--- config.mk ---
export PLATFORM = sky130hd
export DESIGN_NAME = rv32i_multicycle_controller
export DESIGN_NICKNAME = d
export VERILOG_FILES = /design/src/rtl/rv32i_multicycle_controller.sv
export SDC_FILE = /design/constraint.sdc
export NUM_CORES = 1
export LEC_CHECK = 0
export BUFFER_PORTS_ARGS = -buffer_cell sky130_fd_sc_hd__buf_2
export CAP_MARGIN = 10
export CORE_MARGIN = 1.5
export CORE_UTILIZATION = 40
export CTS_BUF_LIST = sky130_fd_sc_hd__clkbuf_8
export DETAILED_ROUTE_END_ITERATION = 16
export GPL_TIMING_DRIVEN = 0
export MAX_ROUTING_LAYER = met4
export PLACE_DENSITY = 0.68
export REMOVE_ABC_BUFFERS = 1
export SETUP_SLACK_MARGIN = 0.02
export SYNTH_ARGS = -nofsm -noshare
export SYNTH_HDL_FRONTEND = slang
export SYNTH_SLANG_ARGS = --single-unit
export TNS_END_PERCENT = 1
--- constraint.sdc ---
create_clock -name clk_i -period 2.1 [get_ports clk_i]
set_clock_uncertainty 0.15 [all_clocks]
set_input_delay 0.21 -clock clk_i [delete_from_list [all_inputs] [get_ports clk_i]]
set_output_delay 0.21 -clock clk_i [all_outputs]
set_load 0.01 [all_outputs]
--- src/rtl/rv32i_multicycle_controller.sv ---
// rv32i_multicycle_controller: main FSM and decoders for the multicycle RV32I datapath
//
// Drives the datapath mux selects, the write strobes, alu_control and imm_src.
// A mem_req/mem_ready handshake adds wait states. Illegal opcodes, illegal
// branch funct3 values and timed-out accesses enter a sticky FAULT state,
// which is left only by reset.
//
// Parameters:
//   MEM_TIMEOUT  maximum wait cycles per memory access before FAULT (0 = no timeout)
//   COUNTER_W    width of the perf counters
//
// Ports:
//   clk_i, rst_i        clock, synchronous active-low reset
//   ena_i               0 freezes the FSM and forces all strobes low
//   op_i, funct3_i,     instruction fields instr[6:0], instr[14:12], instr[30]
//   funct7_5_i
//   zero_i, alu_lt_i,   ALU flags: result == 0, signed a<b, unsigned a<b
//   alu_ltu_i
//   mem_ready_i         memory completes the access this cycle
//   mem_req_o           memory access request
//   mem_wr_ena_o        memory write strobe
//   adr_src_o           0=PC, 1=result
//   alu_src_a_o         00=PC, 01=OLD_PC, 10=REG_A, 11=ZERO
//   alu_src_b_o         00=REG_B, 01=IMM, 10=FOUR
//   res_src_o           00=ALU_OUT, 01=DATA, 10=ALU_RESULT
//   imm_src_o           0=I, 1=S, 2=B, 3=J, 4=U
//   alu_control_o       ALU operation
//   pc_write_o          PC register enable
//   ir_write_o          IR and OLD_PC enable
//   reg_write_o         register-file write enable
//   fault_o             sticky fault flag
//
// Optional feature, macro RV32I_PERF_COUNTERS_EN: adds instret_o and
// stall_cycles_o counters of width COUNTER_W.

package rv32i_multicycle_controller_pkg;
    typedef enum logic [3:0] {
        ALU_ADD, ALU_SUB, ALU_SLL, ALU_SLT, ALU_SLTU,
        ALU_XOR, ALU_SRL, ALU_SRA, ALU_OR, ALU_AND
    } alu_control_t;
endpackage

module rv32i_multicycle_controller
    import rv32i_multicycle_controller_pkg::*;
#(
    parameter int MEM_TIMEOUT = 0,
    parameter int COUNTER_W   = 32
) (
    input  logic         clk_i,
    input  logic         rst_i,
    input  logic         ena_i,
    input  logic [6:0]   op_i,
    input  logic [2:0]   funct3_i,
    input  logic         funct7_5_i,
    input  logic         zero_i,
    input  logic         alu_lt_i,
    input  logic         alu_ltu_i,
    input  logic         mem_ready_i,
    output logic         mem_req_o,
    output logic         mem_wr_ena_o,
    output logic         adr_src_o,
    output logic [1:0]   alu_src_a_o,
    output logic [1:0]   alu_src_b_o,
    output logic [1:0]   res_src_o,
    output logic [2:0]   imm_src_o,
    output alu_control_t alu_control_o,
    output logic         pc_write_o,
    output logic         ir_write_o,
    output logic         reg_write_o,
`ifdef RV32I_PERF_COUNTERS_EN
    output logic [COUNTER_W-1:0] instret_o,
    output logic [COUNTER_W-1:0] stall_cycles_o,
`endif
    output logic         fault_o
);
    typedef enum logic [3:0] {
        S_FETCH, S_DECODE, S_MEM_ADR, S_MEM_READ, S_MEM_WB, S_MEM_WRITE,
        S_EXEC_R, S_EXEC_I, S_ALU_WB, S_LUI, S_BRANCH, S_JAL, S_JALR,
        S_LINK, S_FAULT
    } state_t;

    localparam logic [1:0] A_OLD_PC = 2'b01, A_REG = 2'b10, A_ZERO = 2'b11;
    localparam logic [1:0] B_REG = 2'b00, B_IMM = 2'b01, B_FOUR = 2'b10;
    localparam logic [1:0] R_OUT = 2'b00, R_DATA = 2'b01, R_RESULT = 2'b10;

    // The counter only ever holds 0..MEM_TIMEOUT-1: the wait that would reach
    // MEM_TIMEOUT diverts to FAULT instead.
    localparam int WW = MEM_TIMEOUT > 1 ? $clog2(MEM_TIMEOUT) : 1;
    localparam logic [WW-1:0] WAIT_MAX = WW'(MEM_TIMEOUT > 0 ? MEM_TIMEOUT - 1 : 0);

    state_t        state_q, state_d;
    logic [WW-1:0] wait_q, wait_d;
    logic          req, wr, pcw, irw, rw;
    logic          rdy, mem_st, taken, bad;

    function automatic alu_control_t alu_dec(input logic [2:0] f3, input logic alt);
        case (f3)
            3'b000:  alu_dec = alt ? ALU_SUB : ALU_ADD;
            3'b001:  alu_dec = ALU_SLL;
            3'b010:  alu_dec = ALU_SLT;
            3'b011:  alu_dec = ALU_SLTU;
            3'b100:  alu_dec = ALU_XOR;
            3'b101:  alu_dec = alt ? ALU_SRA : ALU_SRL;
            3'b110:  alu_dec = ALU_OR;
            default: alu_dec = ALU_AND;
        endcase
    endfunction

    // mem_ready only counts while running, so a frozen FSM never acts on it.
    assign rdy    = mem_ready_i & ena_i;
    assign mem_st = state_q inside {S_FETCH, S_MEM_READ, S_MEM_WRITE};
    assign bad    = funct3_i[2:1] == 2'b01;
    // funct3[0] inverts the condition; funct3[1] picks unsigned over signed.
    assign taken  = funct3_i[2] ? (funct3_i[1] ? alu_ltu_i : alu_lt_i) ^ funct3_i[0]
                                : zero_i ^ funct3_i[0];

    always_comb begin
        imm_src_o = op_i == 7'b0100011 ? 3'd1 :
                    op_i == 7'b1100011 ? 3'd2 :
                    op_i == 7'b1101111 ? 3'd3 :
                    (op_i == 7'b0110111 || op_i == 7'b0010111) ? 3'd4 : 3'd0;
    end

    always_comb begin
        state_d       = state_q;
        req           = 1'b0;
        wr            = 1'b0;
        pcw           = 1'b0;
        irw           = 1'b0;
        rw            = 1'b0;
        adr_src_o     = 1'b0;
        alu_src_a_o   = 2'b00;
        alu_src_b_o   = B_REG;
        res_src_o     = R_OUT;
        alu_control_o = ALU_ADD;
        case (state_q)
            S_FETCH: begin
                req = 1'b1;
                if (rdy) begin
                    irw         = 1'b1;
                    pcw         = 1'b1;
                    alu_src_b_o = B_FOUR;
                    res_src_o   = R_RESULT;
                    state_d     = S_DECODE;
                end
            end
            S_DECODE: begin
                alu_src_a_o = A_OLD_PC;
                alu_src_b_o = B_IMM;
                case (op_i)
                    7'b0000011, 7'b0100011: state_d = S_MEM_ADR;
                    7'b0110011:             state_d = S_EXEC_R;
                    7'b0010011:             state_d = S_EXEC_I;
                    7'b1100011:             state_d = S_BRANCH;
                    7'b1101111:             state_d = S_JAL;
                    7'b1100111:             state_d = S_JALR;
                    7'b0110111:             state_d = S_LUI;
                    7'b0010111:             state_d = S_ALU_WB;
                    default:                state_d = S_FAULT;
                endcase
            end
            S_MEM_ADR: begin
                alu_src_a_o = A_REG;
                alu_src_b_o = B_IMM;
                state_d     = op_i == 7'b0000011 ? S_MEM_READ : S_MEM_WRITE;
            end
            S_MEM_READ: begin
                req       = 1'b1;
                adr_src_o = 1'b1;
                state_d   = rdy ? S_MEM_WB : S_MEM_READ;
            end
            S_MEM_WB: begin
                res_src_o = R_DATA;
                rw        = 1'b1;
                state_d   = S_FETCH;
            end
            S_MEM_WRITE: begin
                req       = 1'b1;
                wr        = 1'b1;
                adr_src_o = 1'b1;
                state_d   = rdy ? S_FETCH : S_MEM_WRITE;
            end
            S_EXEC_R: begin
                alu_src_a_o   = A_REG;
                alu_control_o = alu_dec(funct3_i, funct7_5_i);
                state_d       = S_ALU_WB;
            end
            S_EXEC_I: begin
                alu_src_a_o   = A_REG;
                alu_src_b_o   = B_IMM;
                alu_control_o = alu_dec(funct3_i, funct7_5_i & (funct3_i == 3'b101));
                state_d       = S_ALU_WB;
            end
            S_ALU_WB: begin
                rw      = 1'b1;
                state_d = S_FETCH;
            end
            S_LUI: begin
                alu_src_a_o = A_ZERO;
                alu_src_b_o = B_IMM;
                state_d     = S_ALU_WB;
            end
            S_BRANCH: begin
                alu_src_a_o   = A_REG;
                alu_control_o = ALU_SUB;
                pcw           = taken & ~bad;
                state_d       = bad ? S_FAULT : S_FETCH;
            end
            S_JAL: begin
                pcw     = 1'b1;
                state_d = S_LINK;
            end
            S_JALR: begin
                alu_src_a_o = A_REG;
                alu_src_b_o = B_IMM;
                res_src_o   = R_RESULT;
                pcw         = 1'b1;
                state_d     = S_LINK;
            end
            S_LINK: begin
                alu_src_a_o = A_OLD_PC;
                alu_src_b_o = B_FOUR;
                res_src_o   = R_RESULT;
                rw          = 1'b1;
                state_d     = S_FETCH;
            end
            default: ;
        endcase
        if (mem_st && !rdy && MEM_TIMEOUT > 0 && wait_q == WAIT_MAX)
            state_d = S_FAULT;
        // Any state change clears the count, so each memory state starts at 0.
        wait_d = state_d != state_q ? '0 : wait_q + WW'(mem_st && !mem_ready_i);
    end

    always_ff @(posedge clk_i) begin
        if (!rst_i) begin
            state_q <= S_FETCH;
            wait_q  <= '0;
        end else if (ena_i) begin
            state_q <= state_d;
            wait_q  <= wait_d;
        end
    end

    assign mem_req_o    = req & ena_i & rst_i;
    assign mem_wr_ena_o = wr & ena_i & rst_i;
    assign pc_write_o   = pcw & ena_i & rst_i;
    assign ir_write_o   = irw & ena_i & rst_i;
    assign reg_write_o  = rw & ena_i & rst_i;
    assign fault_o      = state_q == S_FAULT;

`ifdef RV32I_PERF_COUNTERS_EN
    logic [COUNTER_W-1:0] instret_q, instret_d, stall_q, stall_d;

    always_comb begin
        instret_d = instret_q + COUNTER_W'(state_d == S_FETCH &&
                    state_q inside {S_MEM_WB, S_ALU_WB, S_LINK, S_BRANCH, S_MEM_WRITE});
        stall_d   = stall_q + COUNTER_W'(mem_req_o && !mem_ready_i);
    end

    always_ff @(posedge clk_i) begin
        if (!rst_i) begin
            instret_q <= '0;
            stall_q   <= '0;
        end else if (ena_i) begin
            instret_q <= instret_d;
            stall_q   <= stall_d;
        end
    end

    assign instret_o      = instret_q;
    assign stall_cycles_o = stall_q;
`endif
endmodule

==> summary.txt, run 1 <==
Drt
  • Total Wirelength: 2650 microns
  • DRT Pass-1 Iters: 4
  • Vias: 1146
  • Wire length per cell: 13.4 microns
  • Via-to-Cell Ratio: 5.79
  • Drt drc: 0
  • Number of DRC markers in iteration 0: 28
  • Antenna viol nets, final: 0

Clock tree
  • Max clock buf depth: 2
  • Clock-pin slew on the worst setup and hold paths: 30 ps
  • CTS Sinks: 4
  • CTS tree: built
  • Clock buffers created by TritonCTS: 3
  • Clk_lat worst skew: 210 ps
  • H-tree depth: 1
  • Hold Buf Count CTS: 0
  • Clk root buf: clkbuf_8
  • Post-CTS Setup Bufs: 0

Power
  • Pwr Density: 337 nW/um^2
  • VDD IR max: 379 uV
  • Lkg Pwr: 0.455 nW
  • Power, Total: 382 uW

Status
  • Status: complete, no violations

Yosys
  • Distinct cells, synth: 51
  • Register area share after synthesis: 8.65%
  • FF+latch count, synth: 4
  • FFs w/ async S/R, synth: 0%
  • Number of synthesis warnings: 0
  • Mapped Cells: 143
  • Post-synth EDFFs: 0
  • Synth Flop Type: dfxtp_1
  • Synth top area share: 8.65%
  • Synthesized area per cell: 6.47 sq um
  • Yosys top cell by area: dfxtp_1
  • Top cells by area, synth: dfxtp_1 (8.6%), nand2b_1 (6.1%), nor2_1 (6.1%)
  • Post-synthesis cell area: 926 sq um

Finish
  • # fillers: 229
  • Syn-to-layout area delta: 22.2%
  • Layout net count: 190
  • Max FFs per register: 4
  • Biggest register: state_q
  • Largest regs: state_q x4
  • Share of cells above drive strength 1: 30.6%
  • Ant diodes: 0
  • Post-layout util: 51.6%

STA
  • Final period utilization: 93.6%
  • Final Hold Viols: 0
  • RSZ-0062 raised after global routing: true
  • Max Slew Vio Count: 0
  • Final setup fails: 0
  • Tightest Pin Transition: 462 ps
  • FMAX: 0.509 GHz
  • Post-layout minimum cycle time: 1970 ps
  • Setup TNS: 0 ps
  • Slew Limit Headroom: 68.4%

Floorplanning
  • Width of the die: 51.1 microns
  • Starting Density: 42.3%
  • Full die area: 2610 sq um
  • Die Ht: 51.1 microns
  • Core area: 2190 sq um
  • Standard-cell rows: 17
  • # IOs: 38

Hold path
  • Hold Path Origin: op_i[0]
  • Hold WC Path Type: in2reg
  • Worst hold path depth: 3
  • Hold Path End: state_q[0]

GRT
  • Largest net degree at the start of global routing: 26
  • GR Layer Usage met1: 29.6%
  • Initial antenna violation count: 0
  • Busiest layer in global routing: met2
  • Met2 Use GR: 36.6%
  • Vias in the first global route: 1050
  • First-pass GRT wire length: 4540 microns
  • Total global-route track usage: 22.5%
  • Total congestion overflow: 0
  • GR Util met3: 2.92%

Critical path
  • CP Launch Type: flop
  • Max Fanout on Critical Path: 18
  • Required time worst endpoint: 1740 ps
  • Reg2reg end: state_q[2]
  • Critical path endpoint category: primary output
  • Critical path arrival: 1610 ps
  • Largest stage delay, worst path: 500 ps
  • Reg2reg start: state_q[1]
  • WS Path Type: reg2out
  • Reg2Reg Setup Slack: 340 ps
  • CP max-delay cell: dfxtp_2
  • Reg2Reg Depth: 4
  • Critical-path cell list: nand2b_2 > nand2_1 > mux2_2 > nor3_1 > buf_2

Job
  • Max-Cap Viols: 0

Placement
  • IO buf count: 37
  • GP Congestion: 0.878
  • Hpwl dp: 1930 microns
## layout make-up
class / count / area, sq um / area share, %
multi-input combinational: 123 / 766 / 67.7
timing repair buffer: 37 / 185 / 16.4
sequential: 4 / 92.6 / 8.19
clock buffer: 3 / 41.3 / 3.65
tap: 28 / 35.0 / 3.10
inverter: 3 / 11.3 / 0.996
## cell usage in the layout, fill, tap and decap left out, drive strengths merged, types with 3 or more instances in the layout
cell type,n
nor3b,4
buf,37
xnor2,3
dfxtp,4
o22ai,3
nor2b,6
o21ai,9
nand2b,9
nor3,9
nand3,6
nor2,16
clkbuf,3
nand2,13
a21oi,8
nand3b,3
inv,3
## kinds of logic after synthesis
family / Yosys count / synth area share (%)
AO/OA/AOI/OAI: 39 / 29.3
XOR/XNOR: 4 / 3.78
AND/OR/NAND/NOR: 77 / 45.8
multiplexers: 3 / 3.51
buffers and inverters: 16 / 8.92
flip-flops: 4 / 8.65
## metrics by stage
stage | worst slack (ps) | area (sq um) | hold slack (ps) | cells
detailed placement | -97.3 | 1070 | 368 | 195
global route | 1.12 | 1130 | 153 | 198
CTS | 55.2 | 1120 | 142 | 198
finish | 135 | 1130 | 143 | 198
global placement | -67.7 | 1070 | 374 | 195
floorplan | 282 | 855 | 161 | 130
## power breakdown
| group | leakage [nW] | switching (mW) | internal (mW) |
|---|---|---|---|
| sequential | 0.0352 | 0.0137 | 0.0766 |
| combinational | 0.398 | 0.0768 | 0.0597 |
| clock | 0.0216 | 0.0332 | 0.122 |
## repair_timing
action                     in CTS  in global routing
hold endpoints to repair        0                  0
setup endpoints to repair       8                  4
cloned                          0                  0
gates resized for setup         5                  3
## routing by layer
layer  up-vias  share of wire, %
met5         -                 0
met4         0                 0
met3         0               6.4
met2        44                46
met1       514                47
li1        588                 -
## cell usage after synthesis, types with 2 or more instances
library cell   n
o21ai_1        3
o311a_1        2
o22ai_1        3
nand3_1        6
nor4bb_1       2
dfxtp_1        4
mux2_2         2
buf_4          2
nor3b_1        4
o21ai_0        5
nand4_1        2
nand2b_1       9
inv_1          3
a21oi_1        8
nor2_1        15
xnor2_1        3
clkbuf_1       3
a2111oi_0      2
nor2b_1        6
buf_2          6
nand2_1       13
nand3b_1       3
nor3_1         9
## how the worst max path moves through the flow
stage	startpoint	end	slack [ps]	cells after the start
after floorplan	state_q[2]	pc_write_o	280	4
after global placement	state_q[2]	pc_write_o	-70	5
after detailed placement	state_q[2]	pc_write_o	-100	5
after CTS	state_q[0]	reg_write_o	60	5
after global routing	state_q[0]	pc_write_o	1	5
final	state_q[0]	reg_write_o	130	5
## worst max-delay path: cells and delay by family (launching register included)
family	cells	cell delay, ps
buffers and inverters	1	150
flip-flops	1	500
multiplexers	1	270
AND/OR/NAND/NOR	3	470
No activity file was read; power rests on OpenSTA's default activity.
==> run 2, diff against run 1 <==
--- a/config.mk
+++ b/config.mk
@@ -15,5 +15,4 @@
 export MAX_ROUTING_LAYER = met4
 export PLACE_DENSITY = 0.68
-export REMOVE_ABC_BUFFERS = 1
 export SETUP_SLACK_MARGIN = 0.02
 export SYNTH_ARGS = -nofsm -noshare
--- a/constraint.sdc
+++ b/constraint.sdc
@@ -3,3 +3,3 @@
 set_input_delay 0.21 -clock clk_i [delete_from_list [all_inputs] [get_ports clk_i]]
 set_output_delay 0.21 -clock clk_i [all_outputs]
-set_load 0.01 [all_outputs]
+set_load 0.05 [all_outputs]
==> summary.txt, run 2 (synthesized netlist as in run 1, its figures left out) <==
STA
  • Max Slew Vio Count: 0
  • Tightest Pin Transition: 416 ps
  • Final setup fails: 0
  • Setup TNS: 0 ps
  • RSZ-0062 raised after global routing: false
  • Post-layout minimum cycle time: 1990 ps
  • Final Hold Viols: 0
  • Final period utilization: 94.9%
  • Slew Limit Headroom: 71.9%
  • Setup ws final: 107 ps
  • FMAX: 0.502 GHz

Finish
  • Most frequent cells in the layout: buf_2 (31), nor2_1 (14), nand2_1 (13), nand2b_1 (8), a21oi_1 (8)
  • Largest regs: state_q x4
  • Share of cells above drive strength 1: 35.9%
  • Layout net count: 201
  • Design Area, Final: 1270 sq um
  • Ant diodes: 0
  • Post-layout util: 58.0%
  • Syn-to-layout area delta: 37.3%
  • Most common cell after layout, fill and taps aside: buf_2
  • Biggest register: state_q
  • Max FFs per register: 4

Placement
  • GP Congestion: 0.946
  • Hpwl dp: 2190 microns
  • Dpl cell area: 1140 sq um
  • Setup WS pre-CTS: 137 ps
  • IO buf count: 33

Floorplanning
  • # IOs: 38
  • Die Ht: 51.1 microns
  • Standard-cell rows: 17
  • Full die area: 2610 sq um
  • Width of the die: 51.1 microns
  • Core area: 2190 sq um
  • Starting Density: 42.3%

Critical path
  • Max Fanout on Critical Path: 9
  • CP Launch Type: flop
  • Critical path arrival: 1630 ps
  • Critical path endpoint category: primary output
  • WS Path Type: reg2out
  • Required time worst endpoint: 1740 ps

Power
  • VDD IR max: 258 uV
  • Power, Total: 440 uW
  • Lkg Pwr: 0.517 nW
  • Pwr Density: 346 nW/um^2

Clock tree
  • CTS Sinks: 4
  • Clk_lat worst skew: 210 ps
  • Clock-pin slew on the worst setup and hold paths: 30 ps
  • Clock buffers created by TritonCTS: 3
  • H-tree depth: 1
  • Max clock buf depth: 2
  • Clk root buf: clkbuf_8
  • CTS tree: built

Drt
  • Drt drc: 0
  • Antenna viol nets, final: 0
  • Via-to-Cell Ratio: 5.95
  • DRT Pass-1 Iters: 4
  • Total Wirelength: 2890 microns
  • Number of DRC markers in iteration 0: 24
  • Vias: 1244
  • Wire length per cell: 13.8 microns

GRT
  • Initial antenna violation count: 0
  • Vias in the first global route: 1132
  • Total congestion overflow: 0
  • Total global-route track usage: 24.3%
  • First-pass GRT wire length: 4880 microns
  • Largest net degree at the start of global routing: 11

Yosys
  • Syn nets: 161

Status
  • Status: complete, no violations

Job
  • Max-Cap Viols: 0

Hold path
  • Hold WC Path Type: in2reg
run 2: changes by cell type in the layout (fill, tap and decap cells not counted), moves of 2 or more:
| cell | change |
|---|---|
| buf_8 | +2 |
| dfxtp_4 | -2 |
| nor3_2 | +2 |
| buf_2 | -6 |
| buf_4 | +6 |
| buf_6 | +2 |
| dfxtp_1 | +2 |
| nor3_1 | -2 |
| clkbuf_4 | +4 |
| clkbuf_1 | +2 |
run 2: power breakdown:
part	total (mW)	internal, mW	leakage (nW)	switching, mW
registers	0.0805	0.0783	0.0338	0.00220
clock network	0.159	0.122	0.0216	0.0371
logic	0.200	0.0708	0.461	0.129
total	0.440	0.271	0.517	0.169
run 2: routing by layer:
metal | up-vias | share of wire (%) | GRT usage, %
met2 | 53 | 48 | 38.7
met5 | - | 0 | -
met4 | 0 | 0.87 | 8.56
li1 | 608 | - | -
met3 | 4 | 5.3 | 2.63
met1 | 579 | 46 | 31.7
run 2: worst paths after layout:
kind | to | slack (ps) | start | cells after the start
max | res_src_o[1] | 110 | state_q[0] | 6
min | state_q[2] | 180 | rst_i | 3
max reg2reg | state_q[2] | 470 | state_q[3] | 5
min reg2reg | state_q[2] | 560 | state_q[3] | 3
run 2: cell type report:
type                       instances  area, sq um
tap                               28         35.0
buffer                            13         96.3
multi-input combinational        123          803
inverter                           3         11.3
fill                             206          920
timing repair buffer              35          199
sequential                         4         85.1
clock buffer                       3         41.3
run 2: metrics by stage:
step                hold WS (ps)  std cells
floorplan                    202        143
global placement             409        204
detailed placement           402        204
CTS                          169        207
global route                 196        209
finish                       176        209
run 2: worst max-delay path, cell delays in order (launching register included):
cell and delay (ps):
dfxtp_1 280, buf_2 170, or2_2 350, nor2_2 130
nand2_1 90, a21oi_1 150, clkbuf_4 240
run 2: timing repair:
item / 4_1_cts / 5_1_grt
gates resized for setup: 7 / 24
setup endpoints to repair: 4 / 7
pin swaps: 0 / 1
buffers inserted: 0 / 2
hold buffers: 0 / 0
==> run 3, diff against run 2 <==
- CORE_UTILIZATION: 40 -> 54
- PLACE_DENSITY: 0.68 -> 0.88
==> summary.txt, run 3 (synthesized netlist as in run 1, its figures left out) <==
Critical path
  • Required time worst endpoint: 1740 ps
  • Reg2Reg Depth: 5
  • Critical path endpoint category: primary output
  • Critical path arrival: 1660 ps
  • Max Fanout on Critical Path: 9
  • CP Launch Type: flop
  • WS Path Type: reg2out

STA
  • RSZ-0062 raised after global routing: true
  • Tightest Pin Transition: 464 ps
  • Slew Limit Headroom: 68.3%
  • Final Hold Viols: 0
  • Final Hold Slack: 169 ps
  • Post-layout minimum cycle time: 2020 ps
  • FMAX: 0.495 GHz
  • Max Slew Vio Count: 0
  • Final period utilization: 96.3%
  • Setup TNS: 0 ps
  • Setup ws final: 78.7 ps
  • Final setup fails: 0

Drt
  • Number of DRC markers in iteration 0: 107
  • Vias: 1280
  • Total Wirelength: 3010 microns
  • DRT Pass-1 Iters: 10
  • Via-to-Cell Ratio: 6.53
  • Drt drc: 1
  • Wire length per cell: 15.4 microns
  • Antenna viol nets, final: 0

Yosys
  • Syn nets: 161

Finish
  • Fin cells: 196
  • Design Area, Final: 1230 sq um
  • Biggest register: state_q
  • Largest regs: state_q x4
  • Syn-to-layout area delta: 32.4%
  • Layout net count: 200
  • Max FFs per register: 4
  • Area used by multi-input combinational logic: 798 sq um
  • Register area: 83.8 sq um
  • # fillers: 130
  • Ant diodes: 0
  • Most common cell after layout, fill and taps aside: buf_2
  • Share of cells above drive strength 1: 34.4%
  • Most frequent cells in the layout: buf_2 (33), nor2_1 (14), nand2_1 (13)

Job
  • Max-Cap Viols: 0

Placement
  • Placed Cells: 192
  • Hpwl dp: 2240 microns
  • Dpl cell area: 1120 sq um
  • Setup WS pre-CTS: 127 ps
  • GP Congestion: 0.967
  • IO buf count: 33

GRT
  • First-pass GRT wire length: 4670 microns
  • Largest net degree at the start of global routing: 11
  • Vias in the first global route: 1031
  • Initial antenna violation count: 0
  • Total global-route track usage: 32.5%
  • Total congestion overflow: 0

Clock tree
  • CTS tree: built
  • Hold Buf Count CTS: 0
  • Clk root buf: clkbuf_8
  • H-tree depth: 1
  • Max clock buf depth: 2
  • Clock-pin slew on the worst setup and hold paths: 40 ps
  • Clock buffers created by TritonCTS: 3
  • CTS Sinks: 4
  • Clk_lat worst skew: 230 ps

Floorplanning
  • Standard-cell rows: 14
  • Full die area: 1970 sq um
  • # IOs: 38
  • Core area: 1560 sq um
  • Die Ht: 44.4 microns
  • Width of the die: 44.4 microns
  • Starting Density: 59.4%

Power
  • Pwr Density: 368 nW/um^2
  • VDD IR max: 314 uV
  • Lkg Pwr: 0.510 nW

Hold path
  • Worst hold path depth: 3
  • Hold WC Path Type: in2reg

Status
  • Failing checks: DRC
  • Status: finished with violations
[run 3: cell count changes in the layout (fill, tap and decap cells not counted), sizes merged]
cell	previous run	this run
buf	41	43
clkbuf	10	7
[run 3: power by group]
part           internal [mW]  switching, mW
Sequential            0.0782        0.00212
Clock                  0.123         0.0472
Combinational         0.0691          0.131
[run 3: path summary, 6_finish.rpt]
check	slack, ps	to	from
setup / recovery	80	alu_src_b_o[1]	state_q[0]
hold / removal	170	state_q[0]	op_i[0]
setup reg to reg	290	state_q[2]	state_q[1]
hold reg to reg	570	state_q[2]	state_q[3]
[run 3: repair_timing]
| item | 4_1_cts | 5_1_grt |
|---|---|---|
| setup endpoints to repair | 6 | 6 |
| buffers inserted | 0 | 1 |
| cloned | 0 | 0 |
| gates resized for setup | 7 | 15 |
[run 3: routing by layer]
layer  GRT usage, %  up-vias  part of all wire, %
li1               -      605                    -
met1           44.6      586                   40
met2           48.5       82                   47
met3           4.08        7                   11
met4           11.5        0                  1.7
met5              -        -                    0
[run 3: layout make-up]
cell class | instances | area share (%)
inverter | 3 | 0.918
timing repair buffer | 34 | 15.1
buffer | 13 | 7.04
clock buffer | 3 | 3.37
tap | 16 | 1.63
sequential | 4 | 6.84
multi-input combinational | 123 | 65.1
[run 3: worst max-delay path, cell delays in order, from the launching register on]
cell,delay [ps]
dfxtp_1,280
buf_2,170
or2_2,350
nor2_2,140
nand2_1,100
a21oi_1,120
buf_2,270
[run 3: metrics by stage]
stage | power (mW) | util (%)
CTS | 0.445 | 75.7
floorplan | 0.217 | -
finish | 0.451 | 78.7
global placement | 0.267 | 72.0
detailed placement | 0.271 | 72.0
global route | 0.469 | 78.7
